## src/rtl/rcn_pkg.sv

```systemverilog
// Shared rcn packet definitions and arbiter state-update encoding.
package rcn_pkg;

  localparam int RCN_W       = 69;
  localparam int RCN_VLD_BIT = 68;
  localparam int RCN_DATA_W  = 68;
  localparam int ID_W        = 3;
  localparam int CNT_W       = 4;

  typedef logic [RCN_W-1:0] rcn_t;
  typedef logic [ID_W-1:0]  req_id_t;
  typedef logic [CNT_W-1:0] burst_cnt_t;

  // How the arbiter's owner/burst state moves on the next clk_in edge.
  typedef enum logic [1:0] {
    UPD_HOLD,
    UPD_IDLE,
    UPD_CONT,
    UPD_NEW
  } upd_e;

  function automatic logic rcn_valid(input rcn_t pkt);
    return pkt[RCN_VLD_BIT];
  endfunction

endpackage

```

## src/rtl/rcn_fifo_arb_if.sv

```systemverilog
// Requester-side and FIFO-write-side signals of the rcn FIFO arbiter.
interface rcn_fifo_arb_if
  import rcn_pkg::*;
#(
  parameter int NUM_REQ = 4
);

  logic [NUM_REQ*RCN_W-1:0] req_rcn;
  logic [NUM_REQ-1:0]       req_busy;
  rcn_t                     fifo_rcn;
  logic                     fifo_push;
  logic                     fifo_full;
  req_id_t                  grant_id;

  // The arbiter itself.
  modport slave (
    input  req_rcn, fifo_full,
    output req_busy, fifo_rcn, fifo_push, grant_id
  );

  // Requesters plus the FIFO write port.
  modport master (
    output req_rcn, fifo_full,
    input  req_busy, fifo_rcn, fifo_push, grant_id
  );

endinterface

```

## src/rtl/rcn_rr_pick.sv

```systemverilog
// Combinational cyclic priority pick: first valid index at or after start.
module rcn_rr_pick
  import rcn_pkg::*;
#(
  parameter int NUM_REQ = 4
) (
  input  logic [NUM_REQ-1:0] valid,
  input  req_id_t            start,
  output logic               any_valid,
  output req_id_t            pick
);

  logic    hi_found;
  logic    lo_found;
  req_id_t hi_pick;
  req_id_t lo_pick;

  // Search [start, NUM_REQ) first; if empty, wrap to the lowest valid index.
  always_comb begin
    // NOTE: every combinational output gets a default first so no path leaves it unassigned (no latch).
    hi_found = 1'b0;
    lo_found = 1'b0;
    hi_pick  = '0;
    lo_pick  = '0;
    for (int i = 0; i < NUM_REQ; i++) begin
      if (valid[i] && !lo_found) begin
        lo_found = 1'b1;
        lo_pick  = ID_W'(i);
      end
      if (valid[i] && !hi_found && (ID_W'(i) >= start)) begin
        hi_found = 1'b1;
        hi_pick  = ID_W'(i);
      end
    end
  end

  assign any_valid = |valid;
  assign pick      = hi_found ? hi_pick : lo_pick;

endmodule

```

## src/rtl/rcn_fifo_arb.sv

```systemverilog
// Round-robin arbiter with burst limit sharing one rcn FIFO push port.
module rcn_fifo_arb
  import rcn_pkg::*;
#(
  parameter int NUM_REQ = 4,
  parameter int BURST   = 4
) (
  input logic          rst_in,
  input logic          clk_in,
  rcn_fifo_arb_if.slave bus
);

  localparam req_id_t    LAST_ID = ID_W'(NUM_REQ - 1);
  localparam burst_cnt_t BURST_C = CNT_W'(BURST);

  req_id_t            owner;
  req_id_t            owner_nxt;
  burst_cnt_t         burst_cnt;
  burst_cnt_t         burst_cnt_nxt;
  upd_e               upd;

  logic [NUM_REQ-1:0] valid;
  logic               owner_valid;
  logic               keep_owner;
  logic               any_valid;
  logic               push;
  req_id_t            start;
  req_id_t            pick;
  req_id_t            winner;
  rcn_t               fifo_rcn_c;
  logic [NUM_REQ-1:0] busy;

  always_comb begin
    for (int i = 0; i < NUM_REQ; i++) begin
      valid[i] = rcn_valid(bus.req_rcn[i*RCN_W +: RCN_W]);
    end
  end

  always_comb begin
    owner_valid = 1'b0;
    for (int i = 0; i < NUM_REQ; i++) begin
      if (owner == ID_W'(i)) owner_valid = valid[i];
    end
  end

  assign start = (owner == LAST_ID) ? '0 : owner + ID_W'(1);

  rcn_rr_pick #(
    .NUM_REQ (NUM_REQ)
  ) u_pick (
    .valid     (valid),
    .start     (start),
    .any_valid (any_valid),
    .pick      (pick)
  );

  // A zero count means no burst is in progress (after reset or an idle
  // cycle), so the search starts past the owner instead of continuing it.
  assign keep_owner = owner_valid && (burst_cnt != '0) && (burst_cnt < BURST_C);
  assign winner     = keep_owner ? owner : pick;
  assign push       = any_valid && !bus.fifo_full;

  always_comb begin
    fifo_rcn_c = '0;
    busy       = '0;
    for (int i = 0; i < NUM_REQ; i++) begin
      if (push && (winner == ID_W'(i))) fifo_rcn_c = bus.req_rcn[i*RCN_W +: RCN_W];
      busy[i] = valid[i] && !(push && (winner == ID_W'(i)));
    end
  end

  assign bus.fifo_rcn  = fifo_rcn_c;
  assign bus.fifo_push = push;
  assign bus.req_busy  = busy;
  assign bus.grant_id  = push ? winner : '0;

  // A burst-exhausted lone requester re-enters through UPD_NEW and restarts at 1.
  always_comb begin
    upd           = UPD_HOLD;
    owner_nxt     = owner;
    burst_cnt_nxt = burst_cnt;
    if (push)              upd = keep_owner ? UPD_CONT : UPD_NEW;
    else if (!bus.fifo_full) upd = UPD_IDLE;
    unique case (upd)
      UPD_CONT: burst_cnt_nxt = burst_cnt + CNT_W'(1);
      UPD_NEW: begin
        owner_nxt     = winner;
        burst_cnt_nxt = CNT_W'(1);
      end
      UPD_IDLE: burst_cnt_nxt = '0;
      default:  ;
    endcase
  end

  always_ff @(posedge clk_in or posedge rst_in) begin
    if (rst_in) begin
      owner     <= LAST_ID;
      burst_cnt <= '0;
    end else begin
      // NOTE: state registers use non-blocking assignment so all flops update together at the edge.
      owner     <= owner_nxt;
      burst_cnt <= burst_cnt_nxt;
    end
  end

endmodule

```

## src/flat_wrapper.sv

```systemverilog
// flat-port wrapper written by rule: the top's interface ports become plain ports
module rcn_fifo_arb_flat import rcn_pkg::*;
#(
  parameter int NUM_REQ = 4,
  parameter int BURST   = 4
)
  (rst_in, clk_in, bus_req_rcn, bus_fifo_full, bus_req_busy, bus_fifo_rcn, bus_fifo_push, bus_grant_id);
  rcn_fifo_arb_if #(.NUM_REQ(NUM_REQ)) bus_i ();
  input logic rst_in;
  input logic clk_in;
  input wire logic [$bits(bus_i.req_rcn)-1:0] bus_req_rcn;
  input wire logic [$bits(bus_i.fifo_full)-1:0] bus_fifo_full;
  output wire logic [$bits(bus_i.req_busy)-1:0] bus_req_busy;
  output wire logic [$bits(bus_i.fifo_rcn)-1:0] bus_fifo_rcn;
  output wire logic [$bits(bus_i.fifo_push)-1:0] bus_fifo_push;
  output wire logic [$bits(bus_i.grant_id)-1:0] bus_grant_id;
  assign bus_i.req_rcn = bus_req_rcn;
  assign bus_i.fifo_full = bus_fifo_full;
  assign bus_req_busy = bus_i.req_busy;
  assign bus_fifo_rcn = bus_i.fifo_rcn;
  assign bus_fifo_push = bus_i.fifo_push;
  assign bus_grant_id = bus_i.grant_id;
  rcn_fifo_arb #(.NUM_REQ(NUM_REQ), .BURST(BURST)) u_core (.rst_in(rst_in), .clk_in(clk_in), .bus(bus_i));
endmodule
```

## config.mk

```make
export PLATFORM = sky130hd
export DESIGN_NAME = rcn_fifo_arb_flat
export DESIGN_NICKNAME = d
export VERILOG_FILES = /design/src/rtl/rcn_pkg.sv /design/src/rtl/rcn_fifo_arb_if.sv /design/src/rtl/rcn_rr_pick.sv /design/src/rtl/rcn_fifo_arb.sv /design/src/flat_wrapper.sv
export SDC_FILE = /design/constraint.sdc
export NUM_CORES = 1
export LEC_CHECK = 0
export CAP_MARGIN = 20
export CORE_AREA = 2 2 140 142
export DETAILED_ROUTE_END_ITERATION = 8
export DIE_AREA = 0 0 142 144
export SLEW_MARGIN = 20
export SYNTH_ARGS = -nofsm -noshare
export SYNTH_HDL_FRONTEND = slang
export SYNTH_SLANG_ARGS = --single-unit
```

## constraint.sdc

```tcl
create_clock -name clk_in -period 3.9 [get_ports clk_in]
set_clock_uncertainty 0.15 [all_clocks]
set_input_delay 0.39 -clock clk_in [delete_from_list [all_inputs] [get_ports clk_in]]
set_output_delay 0.39 -clock clk_in [all_outputs]
set_load 0.005 [all_outputs]
```

### Yosys cells after proc, flatten, opt, wreduce, memory -nomap -nowiden

Cells that the tools add are included.

* output and inout bits: 77
* register bits: 7
* logic and storage cells: 84
* bits of input ports: 279

* add/sub/neg operators: 2
* $lt $le $gt $ge: 5
* reductions and logical operators: 37
* muxes and demuxes: 29
* equality and inequality tests: 9

Operator list (count)
* $mux 69: 4
* $mux 3: 8
* $logic_and 1x1->1: 21
* $mux 1: 15
* $eq 3x2->1 const B: 4
* $pmux 4 s3: 1
* $logic_not 1->1: 11
* $eq 3x1->1 const B: 2
* $ge 1x3->1 const A: 2
* $ge 2x3->1 const A: 2
* $logic_not 3->1: 2
* $add 4x1->4 const B: 1
* $eq 2x2->1 const B: 2
* $lt 4x3->1 const B: 1
* $reduce_bool 4->1: 1
* $reduce_or 4->1: 1
* $add 3x1->3 const B: 1
* $reduce_bool 3->1: 1
* $eq 2x1->1 const B: 1
* $mux 2: 1

### Depth between registers and ports, before layout

Gate-level depths: netlist (run 1).

* word-level depth: 25
* gate-level depth with buffers: 11
* mapped depth without buffers: 9

### By module

Synthesis (run 1) repeated with hierarchy kept, for this count alone.

* cells, all modules: 511
* area total of the unflattened synthesis: 3415.8 µm²

By module, submodules not included
* rcn_fifo_arb: cells each 495, seq. area each 177.7 µm², area an instance 3310.7 µm², instances 1
* rcn_rr_pick: cells each 16, seq. area each 0.0 µm², area an instance 105.1 µm², instances 1

### Worst setup path after synthesis (run 1)

Ideal clock, no wire load.

* kind: reg2out
* from: reg u_core.owner[0]
* to: out bus_fifo_rcn[43]
* path buffers: 2
* required time: 3.360 ns
* arrival time: 2.643 ns
* slack: 0.717 ns
* cell stages (with the launch flop): 12
* cells stage by stage: dfstp_2 > inv_1 > ha_1 > nor2b_1 > o31ai_1 > nor2_1 > a211o_1 > a32oi_2 > buf_4 > buf_4 > o21ai_0 > o2bb2ai_1

* cells in the longest elaborated chain, start to end: 25
* elaborated cells on any way between the ends: 47
* those cells by class: 1 x add/sub; 4 x order compare; 6 x eq/ne; 18 x mux; 18 x reduce/logical

Ends and longest elaborated chain
* start, declared: line rcn_fifo_arb.sv:16 `req_id_t owner;`
* start signal, assigned: line rcn_fifo_arb.sv:101 `owner <= owner_nxt;`
* $add 3x1->3 or $eq 3x2->1 (tied branches): line rcn_fifo_arb.sv:46, rcn_fifo_arb.sv:42
* $mux 3: line rcn_fifo_arb.sv:46 `assign start = (owner == LAST_ID) ? '0 : owner + ID_W'(1);`
* $ge 1x3->1: line rcn_rr_pick.sv:30 `if (valid[i] && !hi_found && (ID_W'(i) >= start)) begin`
* $logic_and 1x1->1: line rcn_rr_pick.sv:30
* $mux 1: line rcn_rr_pick.sv:30
* $logic_not 1->1: line rcn_rr_pick.sv:30
* $logic_and 1x1->1 (2 in series): line rcn_rr_pick.sv:30
* $mux 1: line rcn_rr_pick.sv:30
* (+5 left out)
* $logic_and 1x1->1 (2 in series): line rcn_rr_pick.sv:30
* $mux 3 or $mux 1 (tied branches): line rcn_rr_pick.sv:30
* $mux 3: line rcn_rr_pick.sv:38 `assign pick = hi_found ? hi_pick : lo_pick;`
* $mux 3 *: line rcn_fifo_arb.sv:60 `assign winner = keep_owner ? owner : pick;`
* $logic_not 3->1: line rcn_fifo_arb.sv:67 `if (push && (winner == ID_W'(i))) fifo_rcn_c = bus.req_rcn[i*RCN_W +: RCN_W];`
* $logic_and 1x1->1: line rcn_fifo_arb.sv:67
* $mux 69 (3 in series): line rcn_fifo_arb.sv:67
* $mux 69 *: line rcn_fifo_arb.sv:67
* end, declared: line flat_wrapper.sv:14 `output wire logic [$bits(bus_i.fifo_rcn)-1:0] bus_fifo_rcn;`

Every way passes the cells marked *; elsewhere a longest branch is shown, timed or not.

### Worst setup path after layout (run 1)

* from: reg u_core.owner[0]
* to: out bus_fifo_rcn[64]

The elaborated chain is that of the path after synthesis.

==> impl_metrics.tcl, run 1 <==
set metrics [dict create \
    synth-compound-area-share_pct 64.9 \
    final_antenna_net_count 0 \
    finalNonFillerCells 1021 \
    synthArstFlopShare_pct 100 \
    critical_path_class "reg2out" \
    synth_top_family_by_area "compound AO/OA/AOI/OAI gates" \
    root_buffer "clkbuf_16" \
    layout_commonest_cell "clkdlybuf4s50_1" \
    critPathArrivalTime_ns 3.24 \
    required_ns 3.36 \
    critPathMaxFanout 12 \
    synth-xor-area-share_pct 0 \
    dp_hpwl_um 13600 \
    r2r_slack_ns 1.71 \
    grtUsageTotal_pct 16.4 \
    diodes 0 \
    syn_area_per_cell_um2 6.77 \
    cts.clk_slew.worst_paths_ns 0.04 \
    leakagePower_nw 3.03 \
    setup_slack_ns 0.121 \
    cellPowerDensity_nw_per_um2 1020 \
    syn_nets 697 \
    area_delta_synth_final_pct 169 \
    core_area_um2 19100 \
    start_util_pct 14.6 \
    maxCapViolations 0 \
    cts_sinks 7 \
    port_buffers 354 \
    drc_errors 0 \
    syn_inst 412 \
    dieHeight_um 144 \
    yosys_warnings 0 \
    dr.pass1.iters 4 \
    min_path_type "in2async" \
    synth-edff-count 0 \
    ys_ff_latch 7 \
    routabilityCongestion 0.835 \
    synth-simple-area-share_pct 15.7 \
    drive_gt1_share_pct 12.4 \
    syn_area_um2 2790 \
    place_inst 995 \
    synthMuxAreaShare_pct 0.853 \
    initialDrtViolationCount 191 \
    status "finished clean" \
    timing.fmax_ghz 0.265 \
    nets 1069 \
    dp_slack_ns 0.0440 \
    cts_hold_buf 0 \
    layout_common_cells "clkdlybuf4s50_1 (319), nor2_1 (80), o21ai_0 (71)" \
    routed_wirelength_um 19900 \
    rows 51 \
    cts_buffer_depth 2 \
    viasPerCell 4.72 \
    grt_max_degree 48 \
    finalCoreUtilization_pct 39.3 \
    vias 4823 \
    cts_made_buffers 3 \
    ys.flop_type "dfrtp_1" \
    seq_area_frac_synth_pct 6.37 \
    grt.overflow.total 0 \
    fin_crit_ns 3.78 \
    insertion_delay_ns 0.23 \
    synthAdderAreaFrac_pct 2.69 \
    fin_tns_setup_ns 0 \
    ioPinCount 356 \
    fin_crit_sh_pct 96.9 \
    grt_pass1_wl_um 26500 \
    drv_slew 0 \
    routedWlPerCell_um 19.4 \
    h-tree-depth 1 \
    cts_tree "done" \
    die_area_um2 20400 \
    grt_pass1_vias 4786 \
    timing_hold_violations_final 0 \
    crit_path_end_kind "primary output" \
    setup_violations 0 \
    ir_drop_mv 0.410 \
    startpoint_type "flop" \
    antenna_found_initial 0 \
    die_w_um 142 \
    synthDistinctLibCells 43 \
]
## synth_stat cells (all sizes together) (2+ instances only)
master | n | area [µm²]
o2bb2ai | 69 | 604
inv | 10 | 37.5
nand2 | 7 | 26.3
mux2i | 2 | 23.8
ha | 6 | 75.1
nor2b | 3 | 18.8
o21ai | 77 | 389
a32o | 2 | 20.0
dfstp | 2 | 52.6
clkbuf | 16 | 60.1
a2bb2oi | 69 | 604
a31o | 2 | 26.3
a31oi | 2 | 12.5
dfrtp | 5 | 125
nor2 | 83 | 314
and2 | 4 | 26.3
a22oi | 2 | 15.0
a21oi | 8 | 40.0
buf | 28 | 164
## cell type report
| cell class | instances | area [µm²] |
|---|---|---|
| fillers | 1972 | 11600 |
| inverters | 10 | 37.5 |
| flip-flops and latches | 7 | 178 |
| multi-input cells | 351 | 2540 |
| clock buffers | 4 | 78.8 |
| well taps | 238 | 298 |
| repair buffers | 411 | 4370 |
## flip-flops by register name (all words and copies together), names as in the netlist
register	cells
u_core.owner	3
u_core.burst_cnt	4
## cell families after synthesis
logic type | count (synthesis)
AO/OA/AOI/OAI | 240
adder cells (fa/ha/maj) | 6
buffers and inverters | 54
flip-flops | 7
multiplexers | 2
other | 1
AND/OR/NAND/NOR | 102
## routing by layer
metal,track usage (%),up-vias,wire length (µm)
met4,1.58,0,97
li1,-,2342,-
met1,20.7,2246,8150
met5,0,-,0
met3,2.88,8,1460
met2,30.2,227,10200
## critical path: stages, from the launching register on
cell and delay, ns:
dfstp_2 0.53, inv_2 0.06, ha_4 0.25, nor2b_1 0.13, o31ai_2 0.24, nor2_2 0.08, a211o_4 0.38, a32oi_4 0.23
buf_6 0.17, clkbuf_16 0.18, o21ai_0 0.08, o2bb2ai_1 0.13, clkdlybuf4s50_1 0.53
## timing repair
action                     in CTS  in global routing
setup endpoints to repair      69                 54
gates resized for setup        33                 35
cloned                          2                  7
buffers inserted                4                  9
pin swaps                       6                  8
## worst paths after layout
kind | cells after the start | start | to
min in group clk_in | 2 | u_core.burst_cnt[0] | u_core.burst_cnt[0]
max in group asynchronous | 2 | rst_in | u_core.owner[0]
worst max register to register | 8 | u_core.owner[1] | u_core.burst_cnt[1]
worst max-delay path | 12 | u_core.owner[0] | bus_fifo_rcn[64]
worst min register to register | 2 | u_core.burst_cnt[0] | u_core.burst_cnt[0]
worst min-delay path | 2 | rst_in | u_core.burst_cnt[0]
## where the power goes
| part | internal (mW) | switching, mW |
|---|---|---|
| registers | 0.0985 | 0.0122 |
| clock network | 0.136 | 0.0379 |
| logic | 4.01 | 3.35 |
| total | 4.25 | 3.40 |
## stage by stage
stage	hold slack [ns]	instance area, µm²	power [mW]
after global placement	0.351	6880	6.35
after detailed placement	0.352	6880	6.35
final	0.246	7500	7.64
after floorplan	0.0419	2790	3.28
after global routing	0.279	7500	8.23
after CTS	0.257	7100	6.90
Note: power is estimated with default switching activity, not from simulation.
==> inputs of run 2 (changes only) <==
Settings changed: SETUP_SLACK_MARGIN set to 0.2.
==> run 2 against run 1 <==
Core utilization grew 1.1 points. Non-clock buffer count grew 12. Via count grew 2.2%. Sequential share of layout area shrank 0.065 points. Register-to-register slack gained 0.03 ns. Design area grew 2.8%. Sequential cell count is the same. Power grew 4.7%. Cell count grew 1.2%. Critical path depth grew 2. Critical path type unchanged. Wire length grew 2.1%. Worst hold slack gained 0.011 ns. Highest routed layer unchanged.
==> impl_metrics.tcl, run 2 (same netlist as run 1, synthesis figures left out) <==
set metrics [dict create \
    status "finished clean" \
    fin_crit_sh_pct 93.7 \
    dp_hpwl_um 13600 \
    grtUsageMet1_pct 22.5 \
    grt_pass1_vias 4856 \
    cts_tree "done" \
    swShare_pct 44.2 \
    leakagePower_nw 3.40 \
    p_sw_mw 3.54 \
    nets 1081 \
    die_w_um 142 \
    vias 4928 \
    p_int_mw 4.47 \
    fin_crit_ns 3.66 \
    pwr-share-seq_pct 1.4 \
    power.share.clock_pct 2.2 \
    drv_slew 0 \
    ir_drop_mv 0.572 \
    viasPerCell 4.77 \
    h-tree-depth 1 \
    fin_tns_setup_ns 0 \
    critical_path_class "reg2out" \
    cp_common_cell "buf_12" \
    drive_gt1_share_pct 15.7 \
    path_cells "inv_2 -> ha_4 -> nor2b_1 -> o31ai_2 -> nor2_2 -> a211o_4 -> o21ai_4 -> buf_12 -> buf_12 -> buf_16 -> buf_4 -> a2bb2oi_2 -> o2bb2ai_1 -> dlygate4sd2_1" \
    grt_max_degree 46 \
    timing.fmax_ghz 0.274 \
    insertion_delay_ns 0.23 \
    grtUsageTotal_pct 17.5 \
    busiest_layer "met2" \
    grt.overflow.total 0 \
    use_met3_pct 2.52 \
    cpMaxStageDelayCell "dfstp_2" \
    root_buffer "clkbuf_16" \
    cts_made_buffers 3 \
    critPathArrivalTime_ns 3.12 \
    grt_pass1_wl_um 27900 \
    largest_register "u_core.burst_cnt" \
    crit_path_end_kind "primary output" \
    port_buffers 354 \
    required_ns 3.36 \
    diodes 0 \
    routedWlPerCell_um 19.6 \
    cts.clk_slew.worst_paths_ns 0.04 \
    routabilityCongestion 0.835 \
    cts_buffer_depth 2 \
    comb_power_share_pct 96.4 \
    largest_register_ffs 4 \
    core_area_um2 19100 \
    initialDrtViolationCount 232 \
    cts_sinks 7 \
    met2_usage_pct 32.1 \
    routed_wirelength_um 20300 \
    drc_errors 0 \
    reg_top3 "u_core.burst_cnt x4, u_core.owner x3" \
    antenna_found_initial 0 \
    timing_hold_violations_final 0 \
    setup_violations 0 \
    critPathMaxFanout 5 \
    ioPinCount 356 \
    area_delta_synth_final_pct 177 \
    dieHeight_um 144 \
    final_antenna_net_count 0 \
    rows 51 \
    start_util_pct 14.6 \
    startpoint_type "flop" \
    dr.pass1.iters 4 \
    maxCapViolations 0 \
    layout_common_cells "clkdlybuf4s50_1 (284), nor2_1 (79), o21ai_0 (72)" \
    power_mw 8.00 \
    rsz0062_at_grt "yes" \
    min_path_type "in2async" \
    layout_commonest_cell "clkdlybuf4s50_1" \
    cellPowerDensity_nw_per_um2 1040 \
    die_area_um2 20400 \
    critical-path-max-stage-delay_ns 0.53 \
]
[run 2: cell count changes in the layout (fill, tap and decap cells not counted), moves of 2 or more]
cell and change:
a2bb2oi_1 -8, a2bb2oi_2 +8, buf_16 +6, buf_4 +9, buf_8 +2, clkbuf_16 -5, clkbuf_2 +5, clkdlybuf4s15_1 +3
clkdlybuf4s50_1 -35, dlygate4sd2_1 +10, dlymetal6s2s_1 +16
[run 2: worst max-delay path: cells and delay by family, from the launching register on]
family / cells / cell delay [ns]
simple gates: 2 / 0.21
buf+inv: 6 / 0.83
flops: 1 / 0.53
compound gates: 5 / 1.04
fa+ha+maj: 1 / 0.25
[run 2: repair_timing]
| item | in CTS | in global routing |
|---|---|---|
| buffers inserted | 13 | 11 |
| gates resized for setup | 62 | 74 |
| endpoints found under the hold margin | 0 | 0 |
| cloned | 7 | 3 |
| setup endpoints to repair | 73 | 73 |
| hold buffers | 0 | 0 |
| pin swaps | 5 | 9 |
[run 2: area by class of cell]
type,instances,area (µm²)
fillers,1958,11400
repair buffers,423,4520
multi-input cells,351,2600
well taps,238,298
flip-flops and latches,7,178
clock buffers,4,78.8
inverters,10,37.5
[run 2: metal layers]
layer | vias up | routed length, µm
li1 | 2374 | -
met1 | 2325 | 8650
met2 | 219 | 10300
met3 | 10 | 1240
met4 | 0 | 109
met5 | - | 0
[run 2: worst paths after layout]
path                                      from  slack [ns]  cells after the start                  end
max                            u_core.owner[0]        0.24                     14     bus_fifo_rcn[48]
min                                     rst_in        0.26                      2  u_core.burst_cnt[0]
max reg2reg                    u_core.owner[0]        1.74                      9      u_core.owner[0]
min reg2reg                u_core.burst_cnt[0]        0.36                      2  u_core.burst_cnt[0]
max in group asynchronous               rst_in        3.07                      2      u_core.owner[0]
min in group clk_in        u_core.burst_cnt[0]        0.36                      2  u_core.burst_cnt[0]
[run 2: stage by stage]
stage / hold slack, ns / instances / area (µm²) / setup slack, ns / util (%)
floorplan: 0.0419 / 412 / 2790 / 0.717 / -
global placement: 0.351 / 995 / 6880 / 0.0569 / 36.0
detailed placement: 0.352 / 995 / 6880 / 0.0440 / 36.0
CTS: 0.257 / 1019 / 7360 / 0.00843 / 38.6
global route: 0.292 / 1033 / 7710 / 0.0966 / 40.4
finish: 0.257 / 1033 / 7710 / 0.244 / 40.4
[run 2: power by group through the flow]
| stage | Sequential, mW | Clock, mW | Combinational (mW) |
|---|---|---|---|
| final | 0.111 | 0.175 | 7.72 |
| after floorplan | 0.122 | 0 | 3.16 |
| after CTS | 0.110 | 0.177 | 7.36 |
| after global routing | 0.111 | 0.186 | 8.29 |
| after detailed placement | 0.109 | 0 | 6.24 |
| after global placement | 0.108 | 0 | 6.24 |
